## src/rtl/fp_divide_pkg.sv

```systemverilog
// fp_divide_pkg: IEEE-754 single constants, FSM encodings and special-case flags shared by the divider
package fp_divide_pkg;
    localparam int EXP_BIAS = 127;
    localparam int EXP_W = 8;
    localparam int MAN_W = 23;
    localparam int Q_BITS = 26;
    localparam logic [31:0] QNAN = 32'h7FC0_0000;
    localparam logic [31:0] POS_INF = 32'h7F80_0000;
    localparam logic [2:0] S_IDLE = 3'd0;
    localparam logic [2:0] S_UNPACK = 3'd1;
    localparam logic [2:0] S_DIVIDE = 3'd2;
    localparam logic [2:0] S_NORM = 3'd3;
    localparam logic [2:0] S_ROUND = 3'd4;
    typedef struct packed {
        logic nan;
        logic inf;
        logic zero;
    } flags_t;
endpackage

```

## src/rtl/fp_round_pack.sv

```systemverilog
// fp_round_pack: round-to-nearest-even on a normalized quotient, range clamp and special-case override
module fp_round_pack
    import fp_divide_pkg::*;
#(
    parameter int QBITS = Q_BITS
) (
    input  logic              sign,
    input  logic signed [9:0] exp,
    input  logic [QBITS-1:0]  q,
    input  logic              sticky,
    input  flags_t            flags,
    output logic [31:0]       result
);
    logic              up;
    logic [24:0]       sum;
    logic signed [9:0] e;
    logic [22:0]       frac;
    always_comb begin
        up = q[QBITS-25] & ((|q[QBITS-26:0]) | sticky | q[QBITS-24]);
        sum = {1'b0, q[QBITS-1 -: 24]} + 25'(up);
        e = exp + (sum[24] ? 10'sd1 : 10'sd0);
        frac = sum[24] ? sum[23:1] : sum[22:0];
        result = flags.nan ? QNAN :
                 (flags.inf || e >= 10'sd255) ? {sign, POS_INF[30:0]} :
                 (flags.zero || e <= 10'sd0) ? {sign, 31'h0} :
                 {sign, e[EXP_W-1:0], frac};
    end
endmodule

```

## src/rtl/fp_divide.sv

```systemverilog
// fp_divide: sequential radix-2 restoring IEEE-754 single divider, fixed latency, start/done pulses
module fp_divide
    import fp_divide_pkg::*;
#(
    parameter int QBITS = Q_BITS
) (
    input  logic        fp_clk,
    input  logic        rst_n,
    input  logic        start,
    input  logic [31:0] A,
    input  logic [31:0] B,
    output logic [31:0] Out,
    output logic        done,
    output logic        busy
);
    localparam int LAT = QBITS + 3;
    localparam int CW = $clog2(LAT + 1);
    logic [2:0]        state;
    logic [CW-1:0]     cyc;
    logic [31:0]       a_r, b_r;
    logic              sign;
    logic signed [9:0] exp;
    logic [23:0]       mb;
    logic [24:0]       rem;
    logic [QBITS-1:0]  q;
    flags_t            flags, nf;
    logic              a_zero, b_zero, a_max, b_max, a_nan, b_nan, a_inf, b_inf, ge;
    logic [31:0]       result;
    always_comb begin
        a_zero = a_r[30:23] == '0;
        b_zero = b_r[30:23] == '0;
        a_max = &a_r[30:23];
        b_max = &b_r[30:23];
        a_nan = a_max && |a_r[MAN_W-1:0];
        b_nan = b_max && |b_r[MAN_W-1:0];
        a_inf = a_max && !(|a_r[MAN_W-1:0]);
        b_inf = b_max && !(|b_r[MAN_W-1:0]);
        nf.nan = a_nan | b_nan | (a_zero & b_zero) | (a_inf & b_inf);
        nf.inf = (b_zero & ~a_zero) | (a_inf & ~b_inf);
        nf.zero = a_zero | b_inf;
        ge = rem >= {1'b0, mb};
    end
    fp_round_pack #(.QBITS(QBITS)) u_round (
        .sign   (sign),
        .exp    (exp),
        .q      (q),
        .sticky (|rem),
        .flags  (flags),
        .result (result)
    );
    always_ff @(posedge fp_clk or negedge rst_n) begin
        if (!rst_n) begin
            state <= S_IDLE;
            cyc <= '0;
            a_r <= '0;
            b_r <= '0;
            sign <= 1'b0;
            exp <= '0;
            mb <= '0;
            rem <= '0;
            q <= '0;
            flags <= '0;
            Out <= '0;
            done <= 1'b0;
            busy <= 1'b0;
        end else begin
            case (state)
                S_IDLE: begin
                    done <= 1'b0;
                    // a start coinciding with the done pulse is dropped, not deferred
                    if (start && !done) begin
                        a_r <= A;
                        b_r <= B;
                        busy <= 1'b1;
                        cyc <= CW'(1);
                        state <= S_UNPACK;
                    end
                end
                S_UNPACK: begin
                    sign <= a_r[31] ^ b_r[31];
                    exp <= {2'b0, a_r[30:23]} - {2'b0, b_r[30:23]} + 10'(EXP_BIAS);
                    mb <= {1'b1, b_r[MAN_W-1:0]};
                    rem <= {2'b01, a_r[MAN_W-1:0]};
                    q <= '0;
                    flags <= nf;
                    cyc <= cyc + 1'b1;
                    state <= S_DIVIDE;
                end
                S_DIVIDE: begin
                    rem <= (ge ? rem - {1'b0, mb} : rem) << 1;
                    q <= {q[QBITS-2:0], ge};
                    cyc <= cyc + 1'b1;
                    if (cyc == CW'(LAT - 2)) state <= S_NORM;
                end
                S_NORM: begin
                    if (!q[QBITS-1]) begin
                        q <= q << 1;
                        exp <= exp - 10'sd1;
                    end
                    cyc <= cyc + 1'b1;
                    state <= S_ROUND;
                end
                S_ROUND: begin
                    Out <= result;
                    done <= 1'b1;
                    busy <= 1'b0;
                    state <= S_IDLE;
                end
                default: state <= S_IDLE;
            endcase
        end
    end
endmodule
```

## config.mk

```make
export PLATFORM = sky130hd
export DESIGN_NAME = fp_divide
export DESIGN_NICKNAME = d
export VERILOG_FILES = /design/src/rtl/fp_divide_pkg.sv /design/src/rtl/fp_round_pack.sv /design/src/rtl/fp_divide.sv
export SDC_FILE = /design/constraint.sdc
export NUM_CORES = 1
export LEC_CHECK = 0
export BUFFER_PORTS_ARGS = -buffer_cell sky130_fd_sc_hd__buf_2
export CORE_MARGIN = 8
export CORE_UTILIZATION = 55
export CTS_CLUSTER_SIZE = 20
export DETAILED_ROUTE_END_ITERATION = 16
export PLACE_DENSITY = 0.85
export SETUP_SLACK_MARGIN = 0.4
export SYNTH_ARGS = -nofsm -noshare
export SYNTH_HDL_FRONTEND = slang
export SYNTH_SLANG_ARGS = --single-unit
```

## constraint.sdc

```tcl
create_clock -name fp_clk -period 4.7 [get_ports fp_clk]
set_input_delay 1.41 -clock fp_clk [delete_from_list [all_inputs] [get_ports fp_clk]]
set_output_delay 1.41 -clock fp_clk [all_outputs]
set_load 0.01 [all_outputs]
```

; Yosys cells after proc, flatten, opt, wreduce, memory -nomap -nowiden
; Index checks and enable logic that the tools add are counted.
; Widths: inputs -> output; s select.
[op_classes]
div = 0
n_mul = 0
order_cmp = 3
muxes = 19
n_eq_ne = 8
n_reduce_logical = 30
bitwise_logic = 15
n_shift = 0
n_addsub = 7
[op_table]
columns = op, n
row1 = $pmux 26 s3, 1
row2 = $mux 31, 2
row3 = $pmux 25 s2, 1
row4 = $reduce_or 23->1, 2
row5 = $mux 32, 1
row6 = $mux 26, 1
row7 = $add 24x1->25, 1
row8 = $ge 25x24->1, 1
row9 = $reduce_or 25->1, 1
row10 = $mux 24, 1
row11 = $sub 24x24->24, 1
row12 = $mux 23, 1
row13 = $pmux 10 s2, 1
row14 = $logic_not 8->1, 2
row15 = $reduce_and 8->1, 2
row16 = $pmux 3 s4, 1
row17 = $reduce_and 2->1, 6
row18 = $add 10x10->10, 1
row19 = $add 9x8->10 const B, 1
row20 = $ge 10x9->1 const B, 1
row21 = $le 10x1->1 const B, 1
row22 = $mux 10, 1
row23 = $pmux 5 s2, 1
row24 = $sub 10x2->10 const B, 1
row25 = 22 further kinds, 49
[word_totals]
wordCells = 98
ram_bits = 0
mem_count = 0
in_bits = 67
reg_bits = 195
latch_bits = 0
romBits = 0
out_inout_bits = 34

; Depth between registers and ports, before layout
[logic_depth]
ltp_word = 12
depth_mapped = 18

; By module
; From an unflattened synthesis, not the netlist that was laid out.
[unflattened]
hier_cells = 1186
hier_area_um2 = 11335.9
[by_module_without_submodules]
columns = module, seq_area_each_um2, area_each_um2, instances, cells_per_inst
row1 = fp_divide, 4879.7, 9989.6, 1, 1005
row2 = fp_round_pack, 0.0, 1346.3, 1, 181

; Least setup slack after synthesis
; OpenSTA, ideal clock, no wires.
[synth_timing]
path_kind = reg2reg
from = register q[1]
to = register Out[13]
arrival_time_ns = 3.824
synth_period_minus_slack_ns = 3.890
slack_ns = 0.810
setup_ns = 0.066
path_stages_with_launch = 18
cell_sequence = dfrtp_1 and2_1 ha_1 nand4_1 nor4_2 and4_1 and2_1 and3_1 buf_2 ha_1 ha_1 nand4_1 xor2_1 and4b_1 a21oi_4 nor3b_4 and2b_1 a22o_1
[synth_via]
elab_chain_cells = 9
elab_cells_between_ends = 12
[synth_rtl]
columns = item, line
row1 = from (decl), fp_divide.sv:25  ; logic [QBITS-1:0] q;
row2 = from (signal assigned), fp_divide.sv:91  ; q <= {q[QBITS-2:0], ge};
row3 = from (signal assigned), fp_divide.sv:97  ; q <= q << 1;
row4 = $and 1x1->1 (*), fp_round_pack.sv:19  ; up = q[QBITS-25] & ((|q[QBITS-26:0]) | sticky | q[QBITS-24]);
row5 = $add 24x1->25 (*), fp_round_pack.sv:20  ; sum = {1'b0, q[QBITS-1 -: 24]} + 25'(up);
row6 = $mux 1, fp_round_pack.sv:21  ; e = exp + (sum[24] ? 10'sd1 : 10'sd0);
row7 = $add 10x10->10, fp_round_pack.sv:21
row8 = $le 10x1->1, fp_round_pack.sv:25  ; (flags.zero || e <= 10'sd0) ? {sign, 31'h0} :
row9 = $logic_or 1x1->1, fp_round_pack.sv:25
row10 = $mux 31, fp_round_pack.sv:25
row11 = $mux 31 (*), fp_round_pack.sv:24  ; (flags.inf || e >= 10'sd255) ? {sign, POS_INF[30:0]} :
row12 = $mux 32 (*), fp_round_pack.sv:23  ; result = flags.nan ? QNAN :
row13 = to (signal assigned), fp_divide.sv:104  ; Out <= result;
row14 = to (decl), fp_divide.sv:12  ; output logic [31:0] Out,
; Mark *: on every way between the ends. The rest lies on a longest branch, timed or not.
; A chain may end at the register's enable or synchronous reset.

; Worst setup path after layout
; Ends and elaborated chain as after synthesis.

==> metrics list <==
- Buffers inserted during clock tree synthesis total 17.
- Total wire length: about 25 mm
* Number of distinct library cells after synthesis: 74
- Remaining DRCs: 0
* Part of the Yosys area used for sequential elements: between 40% and 50%
- In the final layout, the share of cells above drive strength 1 is 18.81%.
- The wire-length estimate of the detail-placed layout is ~18 mm.
- In the synthesized netlist the async set-or-reset flop fraction comes to 100.0%.
* Largest voltage drop on the vdd net: 0.4499 mV
- Cell internal power was estimated by the tool at 5548 uW.
- After Yosys synthesis, and, or, nand and nor cells account for between 10% and 20% of the synthesized area.
- Synthesis produced a netlist whose cell count is between 1000 and 1500.
* Maximum level of the CTS H-tree: 4
* Number of standard-cell rows in the floorplan: 51
* Area fraction in compound gates after synthesis: between 15 and 20%
* Average wire length per cell after detail routing: 17.04 um
- Reg-to-reg startpoint: q[1]
* Power per Cell Area: just over 800 mW/mm2
* Clock slew at the register clock pins of the worst setup and hold paths: roughly 70 ps
- Number of sinks on the clock net: 195
* Predominant post-synthesis flop cell: dfrtp_1
- The first global-routing pass estimated 42.04 mm of wire.
- Once detail routing completed, the nets flagged for antenna violations numbered 0.
* Vertical die dimension: roughly 160 um
- Tmin final: slightly above 4000 ps
* Met1 routing resource usage after global routing: between 20% and 30%
* Static Leakage: between 0.005 and 0.006 uW
- Start-to-end type of the worst setup path: flop to flop
- Via count of the routed design: ~8500
* Largest family of logic cells by synthesized area: simple AND/OR/NAND/NOR gates
- Of all nets on the critical path, the largest fanout is 6.
- Data on the critical path is required at its endpoint by between 5000 and 6000 ps.
- The design draws 9955 uW.
* Unrepaired setup endpoints after global routing: false
* Multi-input gate area in the final layout: between 0.005 and 0.006 mm2
* Area of all placed cells without fillers: 0.01199 mm2
- In this run the cell area of the synthesized design comes to about 0.011 mm2.
- I/O pin cnt: 101
* Die span in x: around 160 um
- The first routing iteration left ~700 violations.
- The number of nets in the synthesized netlist is 1208.
- The clock reaches the later pin of the worst-skew pair after ~440 ps.
* Buffer cell driving the clock tree root: clkbuf_16
- In the routed layout, each cell is associated on average with a via count of between 5 and 6.
- Final cycle utilization of the critical path: between 80% and 90%
- Average footprint of a synthesized cell: 9.668 um2
* Combinational group share of total power: ~54%
- Area used by sequential logic in the layout: between 0.004 and 0.005 mm2
- Flop and latch count out of synthesis: between 150 and 200
- STA classifies the critical path startpoint as a flop.
- Number of synthesized flops with an enable pin: 0
- Floorplan Core Area: ~0.019 mm2
- Adder and majority gate portion of the synthesized area: about 4.8%
- Share of synthesized area spent on multiplexers: roughly 8%
* Total die area: 0.02406 mm2
- The filler cells instantiated in the layout total 1548.
- Most Crowded Layer GR: met2
* Final Hold Fails: 0
* Least setup slack across all paths after layout: 654.2 ps
- Outcome: completed
- Number of maximum-capacitance violations: 0
* Net switching power: ~4400 uW
- Portion of total power attributed to the clock network: about 14%
- Largest net degree at the start of global routing: about 110
- The Yosys step of the flow raised 0 warnings.
- For this run, the total global-route usage over all layers was measured as 21.42%.
* Buffers from clock root to sink, at most: 2
* Initial Utilization: a little under three fifths
- Final Non-Filler Cells: 1461
- The worst setup path is captured at a flop.
* Global-route track usage on met2: 34.87%
* Inst Count DP: between 1000 and 1500
* DRT Pass-1 Iters: 6
- The final layout contains around 1300 nets.
- RD Place Congestion: about 0.92
- Summing the areas of all xor and xnor instances in the mapped netlist gives between 4 and 5% of the synthesized area.
* Fin. max-slew vios: 0
* Switching power share of the total: roughly 44%
* Worst slew pin tran: 1032 ps
* Total global routing overflow: 0
- Arrival @ worst endpoint: between 4000 and 5000 ps
- The number of global-route vias before repair came to between 8000 and 9000.
* Hold_sp: Out[31]
* Setup violators final: 0
* Count of hold buffers inserted by post-cts repair: 0
- The number of antenna diodes in the final layout is 0.
- The number of antenna violations at the first check in global routing was 0.
- In the final timing run, aggregate negative setup slack is 0 ps.
- Post-DP Area: roughly 0.011 mm2
- Across the routed clock network, the largest skew measured is just under 9 ps.
- Met3 GRT Util: under 10%
- Worst hold path type: flop to flop
- The critical path starts at q[1].
- Of the total power, registers draw between 30% and 40%.
* Area growth, synth to finish: 12.65%
* Max-slew headroom: between 30% and 40%
* Worst setup timing slack at the placement stage: approximately 380 ps
* Count of port buffers added during placement: 100
- TritonCTS built the clock tree.
- Highest clock rate: 0.2472 GHz
-- state kept, by name (all words and copies together) (netlist names) --
name,flops
Out,32
a_r,32
b_r,32
busy,1
cyc,5
done,1
exp,10
flags,3
mb,24
q,26
rem,25
sign,1
state,3
-- synthesized netlist by cell type (4+ instances only) --
library cell / n / area (um2)
dfrtp_1: 195 / 4880
nand2_1: 150 / 563.0
o21ai_0: 81 / 405.4
nor2_1: 74 / 277.8
mux2_2: 58 / 653.1
a21oi_1: 55 / 275.3
inv_1: 47 / 176.4
ha_1: 38 / 475.5
clkbuf_1: 36 / 135.1
a22o_1: 34 / 297.8
xnor2_1: 33 / 289.0
xor2_1: 24 / 210.2
nand4_1: 23 / 143.9
and3_1: 22 / 137.6
mux2i_1: 21 / 210.2
nand3_1: 21 / 105.1
nor4_1: 19 / 118.9
nor3_1: 18 / 90.09
a21o_1: 14 / 105.1
nand2b_1: 12 / 75.07
buf_2: 8 / 40.04
o21a_1: 8 / 60.06
a31oi_1: 7 / 43.79
and2_1: 6 / 37.54
o211ai_1: 6 / 45.04
or3_1: 6 / 37.54
a211oi_1: 5 / 37.54
nor2b_1: 5 / 31.28
o21ai_1: 5 / 25.02
or2_2: 4 / 25.02
or4_1: 4 / 30.03
-- final cells by class --
type / count / share of cell area [%]
multi-input cells: 810 / 45.16
flip-flops and latches: 195 / 40.70
repair buffers: 112 / 5.103
clock buffers: 20 / 3.809
well taps: 265 / 2.765
inverters: 47 / 1.471
clock inverters: 12 / 0.9913
-- critical path: stages (launching register included) --
cell and delay, ps:
dfrtp_1 410, and2_1 200, ha_2 230, nand4_1 210
nor4_4 260, and4_4 280, and2_1 160, and3_1 200
ha_2 230, and2_1 180, nand3_1 100, xor2_1 200
o41a_1 490, o21ai_4 190, nor3b_4 60, buf_4 170
and2b_1 170, a22o_1 190
-- kinds of logic (layout without fill, tap and decap cells) --
logic type / Yosys count / in the layout
flops: 195 / 195
mux: 79 / 79
fa+ha+maj: 40 / 40
compound gates: 250 / 250
xor+xnor: 57 / 57
buf+inv: 96 / 191
simple gates: 384 / 384
-- per-layer routing --
metal  wire, um  up-vias
met1      11100     4074
met4        523        0
met2      11780      256
li1           -     4086
met5          0        -
met3       1501       38
-- per-stage QoR --
step	utilization, %	hold slack [ps]
finish	62.43	473.6
global route	62.43	500.0
CTS	62.23	482.0
detailed placement	59.07	466.9
global placement	59.07	434.6
floorplan	-	418.1
-- final timing paths --
check	cells past startpoint	slack [ps]	to
max reg2reg	17	650	Out[13]
min in group asynchronous	1	1070	a_r[31]
max	17	650	Out[13]
max in group asynchronous	2	2720	Out[17]
min	2	470	Out[31]
min reg2reg	2	470	Out[31]
-- power groups by stage --
| stage | combinational, uW | sequential, uW | clock [uW] |
|---|---|---|---|
| floorplan | 4290 | 2950 | 0 |
| global placement | 5110 | 3140 | 0 |
| detailed placement | 5270 | 3180 | 0 |
| CTS | 5320 | 3150 | 1450 |
| global route | 5980 | 3280 | 1520 |
| finish | 5350 | 3170 | 1430 |
-- layout by cell type, fill, tap and decap left out, types with 4 or more instances in the layout --
cell,Yosys,final
dfrtp_1,195,195
nand2_1,150,150
buf_2,8,99
o21ai_0,81,81
nor2_1,74,72
mux2_2,58,58
a21oi_1,55,55
inv_1,47,47
ha_1,38,35
a22o_1,34,34
xnor2_1,33,33
xor2_1,24,24
nand4_1,23,23
and3_1,22,22
nand3_1,21,21
mux2i_1,21,21
nor3_1,18,18
nor4_1,19,18
clkbuf_16,0,17
a21o_1,14,14
nand2b_1,12,12
buf_4,0,11
o21a_1,8,8
a31oi_1,7,7
and2_1,6,6
o211ai_1,6,6
or3_1,6,6
o21ai_1,5,5
a211oi_1,5,5
nor2b_1,5,5
inv_6,0,5
or2_2,4,4
or4_1,4,4
-- repair_timing --
action	in CTS	in global routing
gates resized for setup	1	7
buffers inserted	3	1
endpoints found under the setup margin	13	30
pin swaps	0	2
No activity file was read; power rests on OpenSTA's default activity.
